`config.mk`:
```
export PLATFORM = sky130hd
export DESIGN_NAME = dcache_access_ctrl
export DESIGN_NICKNAME = d
export VERILOG_FILES = /design/src/rtl/mem_pkg.sv /design/src/rtl/mem_lane_align.sv /design/src/rtl/dcache_access_ctrl.sv
export SDC_FILE = /design/constraint.sdc
export NUM_CORES = 1
export LEC_CHECK = 0
export CORE_ASPECT_RATIO = 1.75
export CORE_MARGIN = 1
export CORE_UTILIZATION = 40
export DETAILED_ROUTE_END_ITERATION = 7
export GPL_ROUTABILITY_DRIVEN = 0
export PLACE_DENSITY = 0.76
export SYNTH_ARGS = -nofsm -noshare
export SYNTH_HDL_FRONTEND = slang
export SYNTH_SLANG_ARGS = --single-unit
```
`constraint.sdc`:
```
create_clock -name clk -period 5 [get_ports clk]
set_input_delay 1.5 -clock clk [delete_from_list [all_inputs] [get_ports clk]]
set_output_delay 1.5 -clock clk [all_outputs]
set_load 0.03 [all_outputs]
```
`src/rtl/mem_pkg.sv`:
```
// Shared MEM-stage definitions: Dcache controller states, memory opcodes
// and funct3 access-size encodings.
package mem_pkg;

  typedef enum logic [1:0] {IDLE, REQ, DONE} dc_state_t;

  localparam logic [6:0] OP_LOAD  = 7'b0000011;
  localparam logic [6:0] OP_STORE = 7'b0100011;

  localparam logic [2:0] F3_B  = 3'b000;
  localparam logic [2:0] F3_H  = 3'b001;
  localparam logic [2:0] F3_W  = 3'b010;
  localparam logic [2:0] F3_BU = 3'b100;
  localparam logic [2:0] F3_HU = 3'b101;

endpackage

```
`src/rtl/mem_lane_align.sv`:
```
// Combinational byte-lane logic: store byte enables and replicated write
// data, load-word right-alignment, and the natural-alignment check.
module mem_lane_align
  import mem_pkg::*;
#(
  parameter int DW = 32
) (
  input  logic [2:0]    i_funct3,
  input  logic [1:0]    i_off,
  input  logic [DW-1:0] i_rs2,
  input  logic [DW-1:0] i_rdata,
  output logic [3:0]    o_be,
  output logic [DW-1:0] o_wdata,
  output logic [DW-1:0] o_rdata_sh,
  output logic          o_misalign
);

  always_comb begin
    o_be       = 4'b0000;
    o_wdata    = '0;
    o_misalign = 1'b0;
    case (i_funct3)
      F3_B, F3_BU: begin
        o_be    = 4'b0001 << i_off;
        o_wdata = {(DW/8){i_rs2[7:0]}};
      end
      F3_H, F3_HU: begin
        o_be       = 4'b0011 << i_off;
        o_wdata    = {(DW/16){i_rs2[15:0]}};
        o_misalign = i_off[0];
      end
      default: begin
        // Word and any unused encoding are treated as full-word accesses.
        o_be       = 4'b1111;
        o_wdata    = i_rs2;
        o_misalign = |i_off;
      end
    endcase
    o_rdata_sh = i_rdata >> {i_off, 3'b000};
  end

endmodule

```
`src/rtl/dcache_access_ctrl.sv`:
```
// MEM-stage Dcache controller: one request per aligned load/store, held until
// DC_ready, stalling the pipeline meanwhile; loads return a right-aligned word.
`ifndef DATA_SIZE
`define DATA_SIZE 32
`endif

module dcache_access_ctrl
  import mem_pkg::*;
#(
  parameter int DW = `DATA_SIZE
) (
  input  logic          clk,
  input  logic          rst_n,
  input  logic          valid_EXE_MEM,
  input  logic [6:0]    opcode_EXE_MEM,
  input  logic [2:0]    funct3_EXE_MEM,
  input  logic [DW-1:0] alu_out_EXE_MEM,
  input  logic [DW-1:0] rs2_data_EXE_MEM,
  output logic          DC_req,
  output logic          DC_write,
  output logic [DW-1:0] DC_addr,
  output logic [3:0]    DC_be,
  output logic [DW-1:0] DC_wdata,
  input  logic [DW-1:0] DC_rdata,
  input  logic          DC_ready,
  output logic [DW-1:0] Dcache_out,
  output logic          stall_MEM,
  output logic          misalign_exc
);

  dc_state_t     r_state, w_state_nx;
  logic [DW-1:0] r_addr, r_wdata, r_dout;
  logic [3:0]    r_be;
  logic [1:0]    r_off;
  logic          r_write;

  logic          w_is_store, w_is_mem, w_issue, w_capture, w_misalign;
  logic [1:0]    w_off;
  logic [3:0]    w_be;
  logic [DW-1:0] w_wdata, w_rdata_sh;

  assign w_is_store = (opcode_EXE_MEM == OP_STORE);
  assign w_is_mem   = valid_EXE_MEM && ((opcode_EXE_MEM == OP_LOAD) || w_is_store);

  // Outside IDLE the lane logic must see the latched offset so the returned
  // word is shifted for the request in flight, not for whatever sits in EXE/MEM.
  assign w_off = (r_state == IDLE) ? alu_out_EXE_MEM[1:0] : r_off;

  mem_lane_align #(.DW(DW)) u_lane_align (
    .i_funct3   (funct3_EXE_MEM),
    .i_off      (w_off),
    .i_rs2      (rs2_data_EXE_MEM),
    .i_rdata    (DC_rdata),
    .o_be       (w_be),
    .o_wdata    (w_wdata),
    .o_rdata_sh (w_rdata_sh),
    .o_misalign (w_misalign)
  );

  always_ff @(posedge clk or negedge rst_n) begin
    if (!rst_n) r_state <= IDLE;
    else        r_state <= w_state_nx;
  end

  // rst_n gates the IDLE decode so stall and misalign stay low while held in reset.
  always_comb begin
    w_state_nx   = r_state;
    w_issue      = 1'b0;
    w_capture    = 1'b0;
    DC_req       = 1'b0;
    stall_MEM    = 1'b0;
    misalign_exc = 1'b0;
    case (r_state)
      IDLE: begin
        if (rst_n && w_is_mem) begin
          if (w_misalign) begin
            misalign_exc = 1'b1;
          end else begin
            stall_MEM  = 1'b1;
            w_issue    = 1'b1;
            w_state_nx = REQ;
          end
        end
      end
      REQ: begin
        DC_req    = 1'b1;
        stall_MEM = 1'b1;
        if (DC_ready) begin
          w_capture  = !r_write;
          w_state_nx = DONE;
        end
      end
      DONE:    w_state_nx = IDLE;
      default: w_state_nx = IDLE;
    endcase
  end

  always_ff @(posedge clk or negedge rst_n) begin
    if (!rst_n) begin
      r_addr  <= '0;
      r_off   <= 2'b00;
      r_write <= 1'b0;
      r_be    <= 4'b0000;
      r_wdata <= '0;
      r_dout  <= '0;
    end else begin
      if (w_issue) begin
        r_addr  <= {alu_out_EXE_MEM[DW-1:2], 2'b00};
        r_off   <= alu_out_EXE_MEM[1:0];
        r_write <= w_is_store;
        r_be    <= w_be;
        r_wdata <= w_wdata;
      end
      if (w_capture) r_dout <= w_rdata_sh;
    end
  end

  assign DC_addr    = r_addr;
  assign DC_write   = (r_state != IDLE) && r_write;
  assign DC_be      = (r_state == IDLE) ? 4'b0000 : r_be;
  assign DC_wdata   = (r_state == IDLE) ? '0 : r_wdata;
  assign Dcache_out = r_dout;

endmodule

```
Word level (Yosys, flattened, before mapping)
Cells that the tools add are included.
{"block": "op_classes", "eq_ne": 9, "shifts": 3, "n_mux": 20, "n_reduce_logical": 12}
{"op": "one-hot mux 32 bit (2 select lines)", "n": 1}
{"op": "two-way mux 32 bit", "n": 1}
{"op": "right shift 32 x 5 -> 32 bit", "n": 1}
{"op": "two-way mux 1 bit", "n": 9}
{"op": "two-way mux 2 bit", "n": 4}
{"op": "one-hot mux 4 bit (2 select lines)", "n": 1}
{"op": "equality test 7 x 2 -> 1 bit (second input constant)", "n": 1}
{"op": "equality test 7 x 6 -> 1 bit (second input constant)", "n": 1}
{"op": "equality test 3 bit (second input constant)", "n": 2}
{"op": "inequality test 2 bit (second input constant)", "n": 3}
{"op": "OR reduction 2 bit", "n": 3}
{"op": "two-way mux 4 bit", "n": 1}
{"op": "one-hot mux 1 bit (2 select lines)", "n": 2}
{"op": "one-hot mux 2 bit (2 select lines)", "n": 1}
{"op": "left shift 1 x 2 -> 4 bit (first input constant)", "n": 1}
{"op": "left shift 2 x 2 -> 4 bit (first input constant)", "n": 1}
{"op": "equality test 3 x 1 -> 1 bit (second input constant)", "n": 1}
{"op": "logical AND 1 bit", "n": 3}
{"op": "logical NOT 3 bit", "n": 1}
{"op": "AND reduction 3 bit", "n": 1}
{"op": "equality test 2 x 1 -> 1 bit (second input constant)", "n": 1}
{"op": "logical NOT 2 bit", "n": 1}
{"op": "nonzero test 2 bit", "n": 1}
{"op": "logical NOT 1 bit", "n": 1}
{"op": "logical OR 1 bit", "n": 1}
{"block": "word_totals", "register_bits": 103, "inputBits": 110, "output_inout_bits": 104, "wordCells": 51}

Depth between registers and ports, before layout
{"block": "logic_depth", "word_depth": 7, "mapped_depth": 9, "ltp_nobuf": 6}

By module
A second synthesis with hierarchy kept.
{"block": "hier_totals", "hier_cells": 403, "hier_area_um2": 5585.4}
{"module": "dcache_access_ctrl", "n_inst": 1, "cells_each": 276, "area_each_um2": 4571.9, "seq_area_each_um2": 2577.5}
{"module": "mem_lane_align", "n_inst": 1, "cells_each": 127, "area_each_um2": 1013.5, "seq_area_each_um2": 0.0}

Worst setup path before layout
No wires, ideal clock.
{"block": "synth_timing", "path_kind": "input to output", "start": "input port alu_out_EXE_MEM[0]", "end": "output port misalign_exc", "arrival_time_ps": 3297, "t_required_ps": 3500, "path_slack_ps": 203, "stages": 6, "n_path_buf": 2, "path_cell_list": "or3b_1 -> a21oi_1 -> o21ai_2 -> buf_4 -> buf_2 -> nor4_1"}
{"block": "synth_between", "elab_chain_len": 6}
{"item": "start, declared", "line": "dcache_access_ctrl.sv:17", "text": "input logic [DW-1:0] alu_out_EXE_MEM,"}
{"item": "two-way mux 2 bit *", "line": "dcache_access_ctrl.sv:47", "text": "assign w_off = (r_state == IDLE) ? alu_out_EXE_MEM[1:0] : r_off;"}
{"item": "OR reduction 2 bit", "line": "mem_lane_align.sv:36", "text": "o_misalign = |i_off;"}
{"item": "one-hot mux 1 bit (2 select lines) *", "line": "mem_lane_align.sv:22", "text": "case (i_funct3)"}
{"item": "two-way mux 1 bit *", "line": "dcache_access_ctrl.sv:76", "text": "if (w_misalign) begin"}
{"item": "two-way mux 1 bit *", "line": "dcache_access_ctrl.sv:75", "text": "if (rst_n && w_is_mem) begin"}
{"item": "two-way mux 1 bit *", "line": "dcache_access_ctrl.sv:73", "text": "case (r_state)"}
{"item": "end, declared", "line": "dcache_access_ctrl.sv:28", "text": "output logic misalign_exc"}
Every way passes the cells marked *; elsewhere a longest branch is shown, timed or not.

Final worst setup path
{"block": "layout_timing", "start": "input port alu_out_EXE_MEM[0]", "end": "output port stall_MEM"}
{"block": "layout_between", "elab_chain_len": 6}
{"item": "two-way mux 2 bit *", "line": "dcache_access_ctrl.sv:47"}
{"item": "OR reduction 2 bit", "line": "mem_lane_align.sv:36"}
{"item": "one-hot mux 1 bit (2 select lines) *", "line": "mem_lane_align.sv:22"}
{"item": "two-way mux 1 bit *", "line": "dcache_access_ctrl.sv:76"}
{"item": "two-way mux 1 bit *", "line": "dcache_access_ctrl.sv:75"}
{"item": "one-hot mux 1 bit (2 select lines) *", "line": "dcache_access_ctrl.sv:73"}
{"item": "end, declared", "line": "dcache_access_ctrl.sv:27", "text": "output logic stall_MEM,"}
Marks and branches as above.

==> metrics.yaml <==
run_status:
  status: "completed"
grt:
  overflow: 0
  grt_antenna_before_repair: 0
  grt_pass1_vias: 4494
  grt_use_total_pct: 22.94
  grt_max_degree: 66
  grt_pass1_wl_microns: 22910
layout:
  fin_nets: 759
  drive_gt1_share_pct: 14.07
  num_antenna_cells: 0
  fill_cells: 1066
  syn_to_final_growth_pct: 48.83
logic_synthesis:
  syn_area_sq_um: 5074
  synth_flop_cell: "dfrtp_1"
  synth_cell_types: 43
  syn_area_per_cell_sq_um: 11.33
  synth_edf_count: 0
  ys_async_sr_fraction_pct: 100.0
  synth_warnings: 0
  ys_seq_elements: 103
  yosysSeqAreaShare_pct: 50.80
  netlist_instances: 448
timing:
  finalCritPeriodShare_pct: 94.05
  period_minus_slack_ns: 4.703
  maxSlewHeadroom_pct: 34.07
  tightest_slew_ns: 0.9853
  setup-violations-final: 0
  drv_slew: 0
  fin_skew_ns: 0.008122
  hold_viol: 0
  rsz0062_at_grt: "false"
  setup_tns_ns: 0
  hold_ws_ns: 0.4806
  max_freq_ghz: 0.2127
detailed_routing:
  wl_met1_microns: 5581
  wl_per_cell_microns: 18.35
  dr_wl_met3_microns: 937
  wl_met2_microns: 8311
  ant_nets: 0
  first_pass_iters: 6
  viasPerCell: 5.243
  drcViolationCount: 0
  drtIter0Drc: 191
  vias: 4310
  top_signal_layer_used: "met4"
  drt_wl_total_microns: 15080
setup_path:
  rr_startpoint: "r_state[1]"
  cp_max_fo: 10
  worstPathRequired_ns: 3.50
  slowest_stage: "or4_4"
  rr_worst_depth: 7
  end_kind: "primary output"
  crit_path_start_kind: "input port"
  ff2ff_setup_slack_ns: 2.20
  slowest_delay_ns: 0.53
  crit_arrival_ns: 3.20
  crit_path_cell_trace: "clkdlybuf4s50_1 -> or4_4 -> o31a_1 -> o21ai_2 -> nand2_4 -> nand2_1 -> buf_4"
  critical_path_class: "in2out"
  r2r-end: "DC_addr[16]"
clock_tree:
  cts-root-buf: "clkbuf_16"
  hold_buffers: 0
  cts_buffers: 9
  ctsResizeCount: 0
  clock_latency_ns: 0.34
  htreeDepth: 3
  clock_path_buffers: 2
  cts_sinks: 103
  postCtsSetupBuffers: 0
  cts_tree: "built"
  clk_pin_slew_worst_paths_ns: 0.07
power:
  ir_drop_mv: 0.1494
  p_leak_uw: 0.003288
  power.density_nw_per_um2: 245.5
place:
  io_buffers: 210
  dp_hpwl_microns: 11290
floorplan:
  die-area_sq_um: 13160
  start_util_pct: 40.81
  fp.dieH_microns: 151.0
  core-area_sq_um: 12430
  pin_count: 214
  dieWidth_microns: 87.14
  rows: 54
run:
  cap_viol_max_count: 0
min_path:
  hold_class: "reg2reg"
  worstHoldPathCells: 2
  worstHoldEndpoint: "Dcache_out[28]"
  hp-start: "Dcache_out[28]"
-- final cells by class --
cell class / count / area (sq um) / share of cell area, %
clock buffers: 9 / 225.2 / 2.983
multi-input cells: 310 / 2288 / 30.31
inverters: 3 / 11.26 / 0.1491
clock inverters: 7 / 53.80 / 0.7125
flip-flops and latches: 103 / 2577 / 34.13
repair buffers: 222 / 2185 / 28.93
well taps: 168 / 210.2 / 2.784
-- cells by family (layout without fill, tap and decap cells) --
| family | count (synthesis) | after routing | share of synthesized area (%) |
|---|---|---|---|
| AND/OR/NAND/NOR | 114 | 114 | 11.59 |
| multiplexers | 99 | 99 | 21.80 |
| flip-flops | 103 | 103 | 50.80 |
| other | 1 | 2 | 0.07391 |
| buffers and inverters | 36 | 241 | 4.217 |
| AO/OA/AOI/OAI | 95 | 95 | 11.52 |
-- state kept, by name (all words and copies together) (netlist names) --
name        flops
r_off           2
Dcache_out     32
DC_addr        30
r_write         1
r_be            4
r_wdata        32
r_state         2
-- cell usage in the layout (no fill, tap or decap), types with 2 or more instances in the layout --
| cell | instances |
|---|---|
| o21a_1 | 8 |
| nand2_1 | 36 |
| o31ai_1 | 2 |
| mux2_2 | 42 |
| mux2_1 | 2 |
| o221ai_1 | 8 |
| mux2i_1 | 43 |
| dfrtp_1 | 103 |
| nor2_1 | 22 |
| clkbuf_16 | 9 |
| inv_6 | 3 |
| a221oi_1 | 6 |
| buf_4 | 15 |
| nand2b_1 | 3 |
| and2_1 | 3 |
| inv_1 | 3 |
| o21ai_0 | 28 |
| a21oi_1 | 36 |
| clkinvlp_4 | 3 |
| nor2b_1 | 37 |
| clkdlybuf4s50_1 | 207 |
| a221oi_2 | 2 |
| conb_1 | 2 |
| mux2_4 | 12 |
-- critical path, delay by kind of cell --
family,cells,cell delay (ns)
buffers and inverters,2,0.63
AOI/OAI and AO/OA,2,0.28
and+or+nand+nor,3,0.79
-- power breakdown --
part           switching (uW)  total [uW]  internal, uW
Clock                     323         665           342
Sequential               20.8         890           869
Combinational             139         299           160
-- layer usage --
metal	global-route usage, %	vias up
met5	0	-
met4	7.951	0
met1	25.29	2120
met2	43.15	187
li1	-	1985
met3	4.360	18
-- through the flow --
| step | util [%] | power [uW] | worst slack, ns | cell area (sq um) | instances |
|---|---|---|---|---|---|
| global route | 60.74 | 1927 | 0.2508 | 7551 | 822 |
| detailed placement | 58.49 | 1206 | 0.2980 | 7272 | 806 |
| floorplan | - | 1035 | 0.2033 | 5077 | 449 |
| finish | 60.74 | 1854 | 0.2974 | 7551 | 822 |
| global placement | 58.49 | 1198 | 0.3331 | 7272 | 806 |
| CTS | 60.74 | 1876 | 0.2905 | 7551 | 822 |
-- worst max path at each step --
stage          cells after the start  slack [ns]           end                from
6_report                           7        0.30     stall_MEM  alu_out_EXE_MEM[0]
5_1_grt                            7        0.25     stall_MEM  alu_out_EXE_MEM[0]
4_1_cts                            7        0.29     stall_MEM  alu_out_EXE_MEM[0]
3_5_place_dp                       7        0.30     stall_MEM  alu_out_EXE_MEM[0]
3_3_place_gp                       7        0.33     stall_MEM  alu_out_EXE_MEM[0]
2_1_floorplan                      6        0.20  misalign_exc  alu_out_EXE_MEM[0]
-- Yosys cell counts (2+ instances only) --
cell | number | share of area (%)
dfrtp_1 | 103 | 51
a21oi_1 | 36 | 3.6
and2_1 | 3 | 0.37
nor2b_1 | 37 | 4.6
mux2_2 | 42 | 9.3
o221ai_1 | 8 | 1.4
clkbuf_1 | 15 | 1.1
a221oi_2 | 2 | 0.59
nand2_1 | 36 | 2.7
nor2_1 | 23 | 1.7
buf_6 | 3 | 0.67
buf_1 | 2 | 0.15
o21a_1 | 8 | 1.2
o21ai_0 | 28 | 2.8
inv_1 | 3 | 0.22
mux2_1 | 2 | 0.44
mux2_4 | 12 | 3.6
a221oi_1 | 6 | 1.0
buf_4 | 6 | 0.89
nand2b_1 | 3 | 0.37
mux2i_1 | 43 | 8.5
buf_2 | 5 | 0.49
o31ai_1 | 2 | 0.30
Power figures use the tool's default switching activity.
